[config.mk]
export PLATFORM = sky130hd
export DESIGN_NAME = instr_fetch_unit
export DESIGN_NICKNAME = d
export VERILOG_FILES = /design/src/rtl/instr_fetch_unit.sv
export SDC_FILE = /design/constraint.sdc
export NUM_CORES = 1
export LEC_CHECK = 0
export CORE_UTILIZATION = 43
export DETAILED_ROUTE_END_ITERATION = 12
export PLACE_DENSITY = 0.85
export SYNTH_ARGS = -nofsm -noshare
export SYNTH_HDL_FRONTEND = slang
export SYNTH_SLANG_ARGS = --single-unit
[constraint.sdc]
create_clock -name clk -period 1.77 [get_ports clk]
set_clock_uncertainty 0.15 [all_clocks]
set_input_delay 0.354 -clock clk [delete_from_list [all_inputs] [get_ports clk]]
set_output_delay 0.354 -clock clk [all_outputs]
set_load 0.05 [all_outputs]
[src/rtl/instr_fetch_unit.sv]
// Fetch stage: owns the PC, runs the imem req/ready handshake and feeds the IF/ID register.
// Optional IFU_BUBBLE_CNT_EN adds a saturating bubble_cnt output counting idle IF/ID cycles.
module instr_fetch_unit #(
  parameter int unsigned    PC_W     = 12,
  parameter int unsigned    INST_W   = 19,
  parameter logic [PC_W-1:0] RESET_PC = '0
) (
  input  logic              clk,
  input  logic              rst_n,
  input  logic              stall,
  input  logic              redirect,
  input  logic [PC_W-1:0]   redirect_pc,
  output logic              imem_req,
  output logic [PC_W-1:0]   imem_addr,
  input  logic              imem_ready,
  input  logic [INST_W-1:0] imem_rdata,
  output logic              if_ld,
  output logic              if_flush,
  output logic [INST_W-1:0] if_inst,
`ifdef IFU_BUBBLE_CNT_EN
  output logic [PC_W-1:0]   if_pcplus,
  output logic [15:0]       bubble_cnt
`else
  output logic [PC_W-1:0]   if_pcplus
`endif
);

  typedef enum logic [1:0] {StFetch, StHold, StDrain} state_e;

  state_e              r_state;
  state_e              w_state_nxt;
  logic [PC_W-1:0]     r_pc;
  logic [PC_W-1:0]     w_pc_nxt;
  logic [PC_W-1:0]     w_pc_inc;
  logic [INST_W-1:0]   r_hold_inst;
  logic [INST_W-1:0]   w_hold_nxt;
  logic [PC_W-1:0]     r_drain_addr;
  logic [PC_W-1:0]     w_drain_addr_nxt;

  assign w_pc_inc = r_pc + {{(PC_W-1){1'b0}}, 1'b1};

  // State register
  always_ff @(posedge clk or negedge rst_n) begin
    if (!rst_n) begin
      r_state      <= StFetch;
      r_pc         <= RESET_PC;
      r_hold_inst  <= '0;
      r_drain_addr <= '0;
    end else begin
      r_state      <= w_state_nxt;
      r_pc         <= w_pc_nxt;
      r_hold_inst  <= w_hold_nxt;
      r_drain_addr <= w_drain_addr_nxt;
    end
  end

  // Next-state logic; redirect wins over stall and a same-cycle ready
  always_comb begin
    w_state_nxt      = r_state;
    w_pc_nxt         = r_pc;
    w_hold_nxt       = r_hold_inst;
    w_drain_addr_nxt = r_drain_addr;
    unique case (r_state)
      StFetch: begin
        if (redirect) begin
          w_pc_nxt = redirect_pc;
          if (!imem_ready) begin
            // Request still outstanding: remember its address to finish the handshake
            w_state_nxt      = StDrain;
            w_drain_addr_nxt = r_pc;
          end
        end else if (imem_ready) begin
          if (stall) begin
            w_hold_nxt  = imem_rdata;
            w_state_nxt = StHold;
          end else begin
            w_pc_nxt = w_pc_inc;
          end
        end
      end
      StHold: begin
        if (redirect) begin
          w_pc_nxt    = redirect_pc;
          w_state_nxt = StFetch;
        end else if (!stall) begin
          w_pc_nxt    = w_pc_inc;
          w_state_nxt = StFetch;
        end
      end
      StDrain: begin
        if (redirect) begin
          w_pc_nxt = redirect_pc;
        end else if (imem_ready) begin
          w_state_nxt = StFetch;
        end
      end
      default: w_state_nxt = StFetch;
    endcase
  end

  // Outputs; everything is forced low while reset is asserted
  always_comb begin
    imem_req  = 1'b0;
    imem_addr = '0;
    if_ld     = 1'b0;
    if_flush  = 1'b0;
    if_inst   = '0;
    if_pcplus = '0;
    if (rst_n) begin
      imem_addr = (r_state == StDrain) ? r_drain_addr : r_pc;
      unique case (r_state)
        StFetch: begin
          imem_req = 1'b1;
          if (imem_ready && !stall) begin
            if_ld     = 1'b1;
            if_inst   = imem_rdata;
            if_pcplus = w_pc_inc;
          end
        end
        StHold: begin
          if_inst   = r_hold_inst;
          if_pcplus = w_pc_inc;
          if_ld     = !stall;
        end
        StDrain: imem_req = 1'b1;
        default: ;
      endcase
      if (redirect) begin
        if_flush = 1'b1;
        if_ld    = 1'b0;
      end
    end
  end

`ifdef IFU_BUBBLE_CNT_EN
  logic [15:0] r_bubble_cnt;

  always_ff @(posedge clk or negedge rst_n) begin
    if (!rst_n) begin
      r_bubble_cnt <= '0;
    end else if (!if_ld && (r_bubble_cnt != 16'hFFFF)) begin
      r_bubble_cnt <= r_bubble_cnt + 16'd1;
    end
  end

  assign bubble_cnt = r_bubble_cnt;
`endif

endmodule
* Yosys cells after proc, flatten, opt, wreduce, memory -nomap -nowiden
Cells that the tools add are included.
** Storage, ports and cells
- Logic and storage cells :: 56
- Bits in registers :: 45
- Input bits :: 36
- Output and inout port bits :: 46
** Operators by class
- Mux-type cells :: 31
- Reductions and logical operators :: 9
- Bitwise logic cells :: 2
- Equality and inequality tests :: 9
- Add/sub/neg operators :: 1
** Operators with widths (count)
- $mux 12 :: 9
- $mux 19 :: 2
- $pmux 19 s2 :: 1
- $pmux 12 s3 :: 1
- $pmux 12 s2 :: 1
- $mux 2 :: 8
- $add 12x1->12 const B :: 1
- $ne 3x3->1 const B :: 4
- $mux 1 :: 7
- $ne 2x2->1 const B :: 3
- $pmux 2 s3 :: 1
- $reduce_and 3->1 :: 2
- $reduce_and 6->1 :: 1
- $reduce_and 4->1 :: 1
- $reduce_bool 3->1 :: 1
- $eq 2x1->1 const B :: 1
- $eq 2x2->1 const B :: 1
- $logic_not 2->1 :: 1
- $not 1->1 :: 2
- $pmux 1 s2 :: 1
- $reduce_or 2->1 :: 1
- $logic_and 1x1->1 :: 1
- $logic_not 1->1 :: 1

* Depth between registers and ports, before layout
Gate-level depths: netlist of run 1.
- Word-level depth :: 6
- Gate-level depth with buffers :: 6
- Mapped depth without buffers :: 5

* Least setup slack after synthesis of run 1
OpenSTA, ideal clock, no wires.
- Kind :: register to output
- Start :: register r_state[1]
- End :: output if_ld
- Arrival time :: 2.425 ns
- Buffers on the path :: 2
- Data required time :: 1.266 ns
- Cell stages (with the launch flop) :: 5
- Path slack :: -1.159 ns
- Cell sequence :: dfrtp_1 -> buf_6 -> nand2b_1 -> clkbuf_1 -> nor4_1
** On the way
- Longest elaborated chain between the ends :: 4
- Elaborated cells on any way between the ends :: 5
- Classes of those cells :: eq/ne: 1; mux: 3; reduce/logical: 1
** Ends and longest elaborated chain
- from (decl) :: RTL line 30 : state_e r_state;
- from (signal assigned) :: RTL line 45 : r_state <= StFetch;
- from (signal assigned) :: RTL line 50 : r_state <= w_state_nxt;
- $eq 2x1->1 or $logic_not 2->1 (tied branches) :: RTL line 111 : unique case (r_state)
- $pmux 1 s2 (*) :: RTL line 111
- $mux 1 (*) :: RTL line 128 : if (redirect) begin
- $mux 1 (*) :: RTL line 109 : if (rst_n) begin
- to (decl) :: RTL line 17 : output logic if_ld,
Every way passes the cells marked *; elsewhere a longest branch is shown, timed or not.

* Worst setup path in the final report of run 1
- Start :: register r_state[1]
- End :: output if_inst[4]
** On the way
- Longest elaborated chain between the ends :: 3
- Elaborated cells on any way between the ends :: 4
- Classes of those cells :: eq/ne: 1; mux: 2; reduce/logical: 1
** Ends and longest elaborated chain
- $eq 2x1->1 or $logic_not 2->1 (tied branches) :: RTL line 111
- $pmux 19 s2 (*) :: RTL line 111
- $mux 19 (*) :: RTL line 109
- to (decl) :: RTL line 19 : output logic [INST_W-1:0] if_inst,
Marks and branches as above.

==> flow_metrics.py, run 1 <==
metrics = {
    "global_routing": {
        "track_usage_pct": 26.4,
        "grt_overflow": 0,
        "grt_pass1_wl_um": 14400,
        "antenna_found_initial": 0,
        "grt_max_degree": 22,
        "grt_pass1_vias": 2908,
    },
    "pwr": {
        "switching_share_pct": 39.1,
        "pwr-share-clk_pct": 16.0,
        "peakVddDrop_mv": 0.793,
        "seq_power_share_pct": 32.6,
        "power_switching_w": 0.00196,
        "cellLeakagePower_nw": 2.33,
        "power.internal_w": 0.00306,
        "pwr-share-comb_pct": 51.4,
        "power_density_nw_per_um2": 874,
    },
    "sta": {
        "finalHoldViolCount": 0,
        "relSlewSlack_pct": 34.1,
        "fin_crit_sh_pct": 133,
        "final-setup-viol-count": 75,
        "rsz0062_at_grt": "yes",
        "min_period_ps": 2350,
        "drv_slew": 0,
        "holdWs_ps": 96.1,
        "tightestPinTransition_ps": 988,
        "tns_ps": -27650,
        "fin_ws_ps": -580,
        "clock.fmax_ghz": 0.426,
    },
    "critical_path": {
        "required_ps": 1270,
        "cp_max_fo": 20,
        "cp-end-kind": "primary output",
        "r2r_slack_ps": -240,
        "critical_path_buf_inv_count": 3,
        "slowest_stage": "dfrtp_2",
        "crit_top_cell": "buf_12",
        "crit_type": "register to primary output",
        "arrival_ps": 1850,
        "crit_family": "buffers and inverters",
        "path_cells": "buf_4, nor2b_2, buf_12, a22oi_2, nor2_2, buf_12",
        "startpoint_type": "register",
        "critPathMaxStageDelay_ps": 460,
    },
    "logic_synthesis": {
        "avgSynthCellArea_um2": 9.86,
        "synth_seq_cells": 45,
        "synth-async-reset-ratio_pct": 100,
        "synthCells": 287,
        "ys_top_cells_by_count": "45 x dfrtp_1, 36 x nor2_1, 29 x nand2_1",
        "syn_nets": 324,
        "yosysWarnings": 0,
        "synth.largest_area_cell": "dfrtp_1",
        "synthTopCellsByArea": "dfrtp_1 40%, mux2_4 10%, a22oi_1 5.8%, nor2_1 4.8%, mux2_2 4.8%",
        "synth_cell_type_count": 46,
        "syn-cell-area_um2": 2830,
        "seq_area_frac_synth_pct": 39.8,
        "yosysTopAreaCellShare_pct": 39.8,
        "synth_enable_flop_cells": 0,
        "synth_ff_type": "dfrtp_1",
        "synth_most_common_cell": "dfrtp_1",
    },
    "drt": {
        "finalWirelength_um": 12100,
        "ant_nets": 0,
        "drc": 0,
        "viasPerCell": 6.13,
        "drtIter0Drc": 166,
        "first_pass_iters": 4,
        "wire_per_inst_um": 24.0,
        "vias": 3083,
    },
    "clock_network": {
        "clk_latency_ps": 310,
        "cts_tree": "built",
        "numCtsBuffers": 5,
        "cts_buffer_depth": 2,
        "htreeDepth": 2,
        "numClockSinks": 45,
        "clk_pin_slew_worst_paths_ps": 90,
        "root_buffer": "clkbuf_8",
    },
    "worst_hold_path": {
        "min_path_type": "input port to async pin",
    },
    "final_layout": {
        "n_antenna_cell": 0,
        "fillers": 233,
        "fin_cells": 503,
        "fin_area_um2": 5750,
        "drive_gt1_share_pct": 67.1,
        "synthToLayoutAreaGrowth_pct": 103,
        "final_nets": 462,
    },
    "floorplanning": {
        "fp-row-count": 29,
        "initial_core_util_pct": 44.6,
        "core_area_um2": 6350,
        "pin_count": 82,
        "dieArea_um2": 6910,
        "die_y_um": 83.1,
        "die_w_um": 83.1,
    },
    "placement": {
        "portBuffers": 81,
        "dp_cells": 469,
        "place_ws_ps": -616,
        "gp_congestion": 0.888,
        "dpl_cell_area_um2": 4890,
        "hpwlAfterDp_um": 6220,
    },
    "run_status": {
        "status": "complete, but fails checks",
        "failed_checks": "setup timing",
    },
    "run": {
        "drv_cap": 0,
    },
}
==> worst min-delay path, stage by stage <==
cell and delay (ps):
buf_2 170, buf_12 170, buf_4 210
==> through the flow <==
stage / total power (W) / util, %
after floorplan: 0.00289 / -
after global placement: 0.00361 / 77.0
after global routing: 0.00518 / 90.5
final: 0.00502 / 90.5
after detailed placement: 0.00369 / 77.0
after CTS: 0.00458 / 81.7
==> what timing repair did <==
action | in CTS | in global routing
pin swaps | 7 | 41
buffers inserted | 8 | 11
cloned | 2 | 6
endpoints found under the setup margin | 59 | 98
hold endpoints to repair | 21 | 0
resized for setup | 22 | 88
hold buffers | 1 | 0
==> cells in the final DEF, fill, tap and decap left out, types with 3 or more instances in the layout <==
cell type / count
nor2_4: 25
nand2_1: 17
dfrtp_1: 43
buf_4: 43
nand2_2: 8
nor2_2: 10
and3_1: 3
clkbuf_8: 5
inv_1: 3
clkbuf_16: 5
nor3_1: 3
dlygate4sd2_1: 3
a22oi_2: 22
nand4_1: 4
mux2_4: 19
nand3_1: 5
nand2_4: 5
xnor2_1: 7
a21oi_2: 6
a21boi_4: 10
a21oi_1: 3
o2bb2ai_4: 3
o2bb2ai_2: 3
o21ai_2: 6
buf_6: 14
buf_12: 53
nand2b_4: 3
mux2_2: 12
clkdlybuf4s50_1: 31
==> cells by family (layout without fill, tap and decap cells) <==
| family | Yosys count | count (layout) | share of synthesized area (%) |
|---|---|---|---|
| AOI/OAI and AO/OA | 72 | 72 | 18.4 |
| xor gates and xnor gates | 10 | 10 | 3.10 |
| adders and majority gates | 1 | 1 | 0.442 |
| buffers and inverters | 29 | 165 | 6.28 |
| DFF | 45 | 45 | 39.8 |
| muxes | 32 | 32 | 15.2 |
| and+or+nand+nor | 98 | 101 | 16.7 |
==> path summary, 6_finish.rpt <==
kind                                 start         endpoint  cells after the start
max reg2reg                     r_state[0]  r_hold_inst[14]                      9
min reg2reg                r_drain_addr[9]  r_drain_addr[9]                      1
max                             r_state[1]       if_inst[4]                      6
min                                  rst_n   r_hold_inst[8]                      3
max in group asynchronous            rst_n  r_hold_inst[11]                      3
min in group clk           r_drain_addr[9]  r_drain_addr[9]                      1
==> area by class of cell <==
cell class              count  area (um^2)  share of cell area, %
multi-input cells         216         2350                   40.8
clock inverters             2         38.8                  0.675
well taps                  77         96.3                   1.68
flip-flops and latches     45         1130                   19.6
clock buffers               6         72.6                   1.26
repair buffers            153         2050                   35.7
inverters                   4         15.0                  0.261
==> flip-flops by register name (all words and copies together), names as in the netlist <==
name	flops
r_drain_addr	12
r_hold_inst	19
r_pc	12
r_state	2
==> layer usage <==
| layer | global-route usage [%] | up-vias | share of wire [%] |
|---|---|---|---|
| li1 | - | 1303 | - |
| met1 | 30.6 | 1552 | 36 |
| met2 | 49.0 | 184 | 53 |
| met3 | 4.27 | 44 | 6.4 |
| met4 | 8.93 | 0 | 4.6 |
| met5 | 0 | - | 0 |
==> power by group through the flow <==
stage               combinational (W)  clock, W  sequential (W)
global placement              0.00205         0         0.00156
global route                  0.00268  0.000849         0.00165
CTS                           0.00221  0.000801         0.00157
detailed placement            0.00212         0         0.00158
finish                        0.00258  0.000804         0.00164
floorplan                     0.00137         0         0.00153
No activity file was read; power rests on OpenSTA's default activity.
==> run 2: changes to the inputs <==
Settings changed: CTS_CLUSTER_DIAMETER set to 100, SETUP_SLACK_MARGIN set to 0.2.
==> flow_metrics.py, run 2 (same netlist as run 1, synthesis figures left out) <==
metrics = {
    "sta": {
        "fin_crit_sh_pct": 135,
        "finalHoldViolCount": 0,
        "drv_slew": 0,
        "rsz0062_at_grt": "yes",
        "fin_ws_ps": -615,
        "min_period_ps": 2390,
        "relSlewSlack_pct": 75.9,
        "tightestPinTransition_ps": 359,
        "final-setup-viol-count": 74,
        "clock.fmax_ghz": 0.419,
    },
    "clock_network": {
        "cts_tree": "built",
        "cts_buffer_depth": 2,
        "root_buffer": "clkbuf_8",
        "clk_latency_ps": 310,
        "htreeDepth": 2,
        "numCtsBuffers": 5,
        "clk_pin_slew_worst_paths_ps": 90,
        "numClockSinks": 45,
    },
    "global_routing": {
        "grt_pass1_vias": 3088,
        "grt_max_degree": 21,
        "antenna_found_initial": 0,
        "grt_pass1_wl_um": 16100,
        "grt_overflow": 0,
        "track_usage_pct": 29.8,
    },
    "placement": {
        "portBuffers": 81,
        "dpl_cell_area_um2": 4950,
        "hpwlAfterDp_um": 6350,
        "gp_congestion": 0.890,
        "dp_cells": 471,
    },
    "drt": {
        "wire_per_inst_um": 25.2,
        "drc": 0,
        "first_pass_iters": 5,
        "ant_nets": 0,
        "drtIter0Drc": 274,
        "vias": 3194,
        "viasPerCell": 6.29,
        "finalWirelength_um": 12800,
    },
    "pwr": {
        "peakVddDrop_mv": 0.759,
        "cellLeakagePower_nw": 2.37,
        "total_power_w": 0.00519,
        "power_density_nw_per_um2": 897,
    },
    "final_layout": {
        "final_cell_mix": "55 x buf_12, 45 x buf_4, 42 x dfrtp_1",
        "fin_area_um2": 5780,
        "final_common_cell": "buf_12",
        "synthToLayoutAreaGrowth_pct": 104,
        "top_register": "r_hold_inst",
        "largest_reg_flops": 19,
        "n_antenna_cell": 0,
        "top_regs": "r_hold_inst: 19 flops, r_drain_addr: 12 flops, r_pc: 12 flops",
        "drive_gt1_share_pct": 66.6,
        "final_nets": 467,
        "fin_util_pct": 91.1,
        "fin_cells": 508,
    },
    "critical_path": {
        "reg2regPathDepth": 7,
        "required_ps": 1270,
        "cp-end-kind": "primary output",
        "startpoint_type": "register",
        "arrival_ps": 1880,
        "crit_type": "register to primary output",
        "cp_max_fo": 4,
    },
    "run_status": {
        "failed_checks": "setup timing",
        "status": "complete, but fails checks",
    },
    "floorplanning": {
        "core_area_um2": 6350,
        "initial_core_util_pct": 44.6,
        "die_w_um": 83.1,
        "fp-row-count": 29,
        "pin_count": 82,
        "dieArea_um2": 6910,
        "die_y_um": 83.1,
    },
    "worst_hold_path": {
        "min_path_type": "input port to async pin",
    },
    "run": {
        "drv_cap": 0,
    },
}
-- run 2: timing repair --
action,in CTS,in global routing
cloned,4,6
pin swaps,22,36
buffers inserted,7,11
setup endpoints to repair,89,89
hold endpoints to repair,4,0
gates resized for setup,42,61
hold buffers,1,0
-- run 2: final timing paths --
path | end | from | slack (ps)
min | r_drain_addr[4] | rst_n | 110
max in group asynchronous | r_state[0] | rst_n | 650
max reg2reg | r_hold_inst[5] | r_state[0] | -150
max | if_pcplus[11] | r_pc[1] | -620
min in group clk | r_state[1] | redirect | 360
min reg2reg | r_hold_inst[4] | r_hold_inst[4] | 390
-- run 2: cell type report --
type                            instances  area (um^2)
Clock buffer                            6         82.6
Tap cell                               77         96.3
Multi-Input combinational cell        214         2240
Timing Repair Buffer                  160         2180
Fill cell                             223          568
Sequential cell                        45         1130
Inverter                                4         15.0
Clock inverter                          2         37.5
-- run 2: routing by layer --
metal / global-route usage (%) / wire length (um) / vias up
met5: 0 / 0 / -
met4: 8.93 / 701 / 0
met3: 7.06 / 1060 / 80
met2: 54.8 / 6640 / 251
met1: 33.9 / 4410 / 1547
li1: - / - / 1316
-- run 2: worst max-delay path, cell delays in order (launching register included) --
cell and delay [ps]:
dfrtp_1 460, and3_1 280, nand4_1 250, xor2_1 360, nor2_4 70, buf_12 150
-- run 2: stage by stage --
stage	hold slack (ps)	TNS, ps	setup WS, ps
2_1_floorplan	-91.6	-4570	-263
3_3_place_gp	259	-26360	-532
3_5_place_dp	262	-29510	-621
4_1_cts	82.9	-19330	-524
5_1_grt	96.8	-27970	-720
6_report	111	-24130	-615
-- run 2: power breakdown --
part,internal [W],switching [W],total [W]
clock,0.000460,0.000378,0.000837
combinational,0.00133,0.00132,0.00265
sequential,0.00135,0.000348,0.00169
==> run 3: changes to the inputs <==
Settings changed: CORE_MARGIN set to 2, CTS_BUF_LIST set to sky130_fd_sc_hd__clkbuf_4 sky130_fd_sc_hd__clkbuf_8 sky130_fd_sc_hd__clkbuf_16.
==> flow_metrics.py, run 3 (same netlist as run 1, synthesis figures left out) <==
metrics = {
    "pwr": {
        "seq_power_share_pct": 31.2,
        "power.internal_w": 0.00322,
        "switching_share_pct": 39.9,
        "power_density_nw_per_um2": 897,
        "cellLeakagePower_nw": 2.46,
        "total_power_w": 0.00535,
        "pwr-share-clk_pct": 16.0,
        "power_switching_w": 0.00213,
        "pwr-share-comb_pct": 52.8,
        "peakVddDrop_mv": 0.693,
    },
    "global_routing": {
        "grt_overflow": 0,
        "antenna_found_initial": 0,
        "grt_max_degree": 21,
        "grt_pass1_vias": 3418,
        "track_usage_pct": 34.2,
        "grt_pass1_wl_um": 18900,
    },
    "sta": {
        "fin_crit_sh_pct": 137,
        "final-setup-viol-count": 88,
        "drv_slew": 0,
        "clock.fmax_ghz": 0.412,
        "finalHoldViolCount": 0,
        "holdWs_ps": 107,
        "tightestPinTransition_ps": 509,
        "relSlewSlack_pct": 65.6,
        "fin_ws_ps": -654,
        "min_period_ps": 2420,
        "rsz0062_at_grt": "yes",
    },
    "clock_network": {
        "cts_buffer_depth": 2,
        "clk_latency_ps": 310,
        "cts_tree": "built",
        "clk_pin_slew_worst_paths_ps": 100,
        "root_buffer": "clkbuf_8",
        "htreeDepth": 2,
        "numCtsBuffers": 5,
        "numClockSinks": 45,
    },
    "final_layout": {
        "top_regs": "r_hold_inst: 19 flops, r_drain_addr: 12 flops, r_pc: 12 flops",
        "fin_cells": 512,
        "top_register": "r_hold_inst",
        "drive_gt1_share_pct": 68.5,
        "synthToLayoutAreaGrowth_pct": 111,
        "n_antenna_cell": 0,
        "largest_reg_flops": 19,
        "final_common_cell": "buf_12",
        "fin_area_um2": 5970,
        "final_cell_mix": "52 x buf_12, 42 x buf_4, 41 x dfrtp_1",
        "final_nets": 471,
    },
    "drt": {
        "drc": 0,
        "viasPerCell": 6.39,
        "first_pass_iters": 5,
        "finalWirelength_um": 14200,
        "wire_per_inst_um": 27.7,
        "ant_nets": 0,
        "vias": 3272,
        "drtIter0Drc": 254,
    },
    "run_status": {
        "failed_checks": "setup timing",
        "status": "complete, but fails checks",
    },
    "floorplanning": {
        "pin_count": 82,
        "die_w_um": 85.1,
        "initial_core_util_pct": 44.6,
        "fp-row-count": 29,
        "dieArea_um2": 7240,
        "core_area_um2": 6350,
        "die_y_um": 85.1,
    },
    "critical_path": {
        "required_ps": 1270,
        "crit_type": "register to primary output",
        "startpoint_type": "register",
        "cp_max_fo": 10,
        "r2r_slack_ps": -400,
        "arrival_ps": 1920,
        "rr_startpoint": "r_state[0]",
        "cp-end-kind": "primary output",
        "r2r_end": "r_pc[10]",
        "reg2regPathDepth": 11,
    },
    "placement": {
        "portBuffers": 81,
        "dpl_cell_area_um2": 4900,
        "dp_cells": 468,
        "gp_congestion": 0.968,
        "hpwlAfterDp_um": 6660,
        "place_ws_ps": -649,
    },
    "worst_hold_path": {
        "min_path_type": "input port to async pin",
    },
    "run": {
        "drv_cap": 0,
    },
}
[run 3: layout make-up]
| type | count | area, um^2 |
|---|---|---|
| timing repair buffer | 162 | 2150 |
| clock buffer | 6 | 82.6 |
| tap | 77 | 96.3 |
| inverter | 4 | 15.0 |
| clock inverter | 2 | 37.5 |
| fill | 166 | 382 |
| sequential | 45 | 1130 |
| multi-input combinational | 216 | 2450 |
[run 3: power by group through the flow]
| stage | clock network, W | registers, W | logic, W |
|---|---|---|---|
| after floorplan | 0 | 0.00153 | 0.00139 |
| after global placement | 0 | 0.00156 | 0.00208 |
| after detailed placement | 0 | 0.00158 | 0.00215 |
| after CTS | 0.000829 | 0.00159 | 0.00255 |
| after global routing | 0.000886 | 0.00168 | 0.00292 |
| final | 0.000855 | 0.00167 | 0.00283 |
[run 3: how the worst max path moves through the flow]
stage / depth (start not counted) / startpoint / slack [ps] / endpoint
2_1_floorplan: 4 / r_state[1] / -260 / if_ld
3_3_place_gp: 7 / imem_ready / -530 / if_inst[1]
3_5_place_dp: 7 / imem_ready / -650 / if_inst[5]
4_1_cts: 7 / r_state[0] / -550 / if_pcplus[11]
5_1_grt: 6 / r_state[1] / -720 / if_inst[6]
6_report: 6 / r_state[1] / -650 / if_inst[6]
[run 3: critical path, cell delays in order, from the launching register on]
cell     delay [ps]
dfrtp_2         460
nor4_4          370
buf_4           190
buf_12          130
a22oi_1          90
nor2_2          190
buf_12          170
[run 3: routing by layer]
layer | vias up | global-route usage, % | share of wire (%)
met4 | 0 | 17.5 | 5.6
met3 | 76 | 7.20 | 6.8
met1 | 1630 | 38.5 | 36
li1 | 1324 | - | -
met2 | 242 | 60.8 | 52
met5 | - | 0 | 0
[run 3: repair_timing]
action                                  4_1_cts  5_1_grt
endpoints found under the setup margin       89       89
resized for setup                           103       40
hold endpoints to repair                     13        0
gates cloned                                  7        3
buffers inserted                             15        9
hold buffers                                  2        0
pin swaps                                    33       32
[run 3: metrics by stage]
step / utilization (%) / TNS [ps]
2_1_floorplan: - / -4570
3_3_place_gp: 77.2 / -27740
3_5_place_dp: 77.2 / -31400
4_1_cts: 89.6 / -24610
5_1_grt: 94.0 / -40770
6_report: 94.0 / -36380
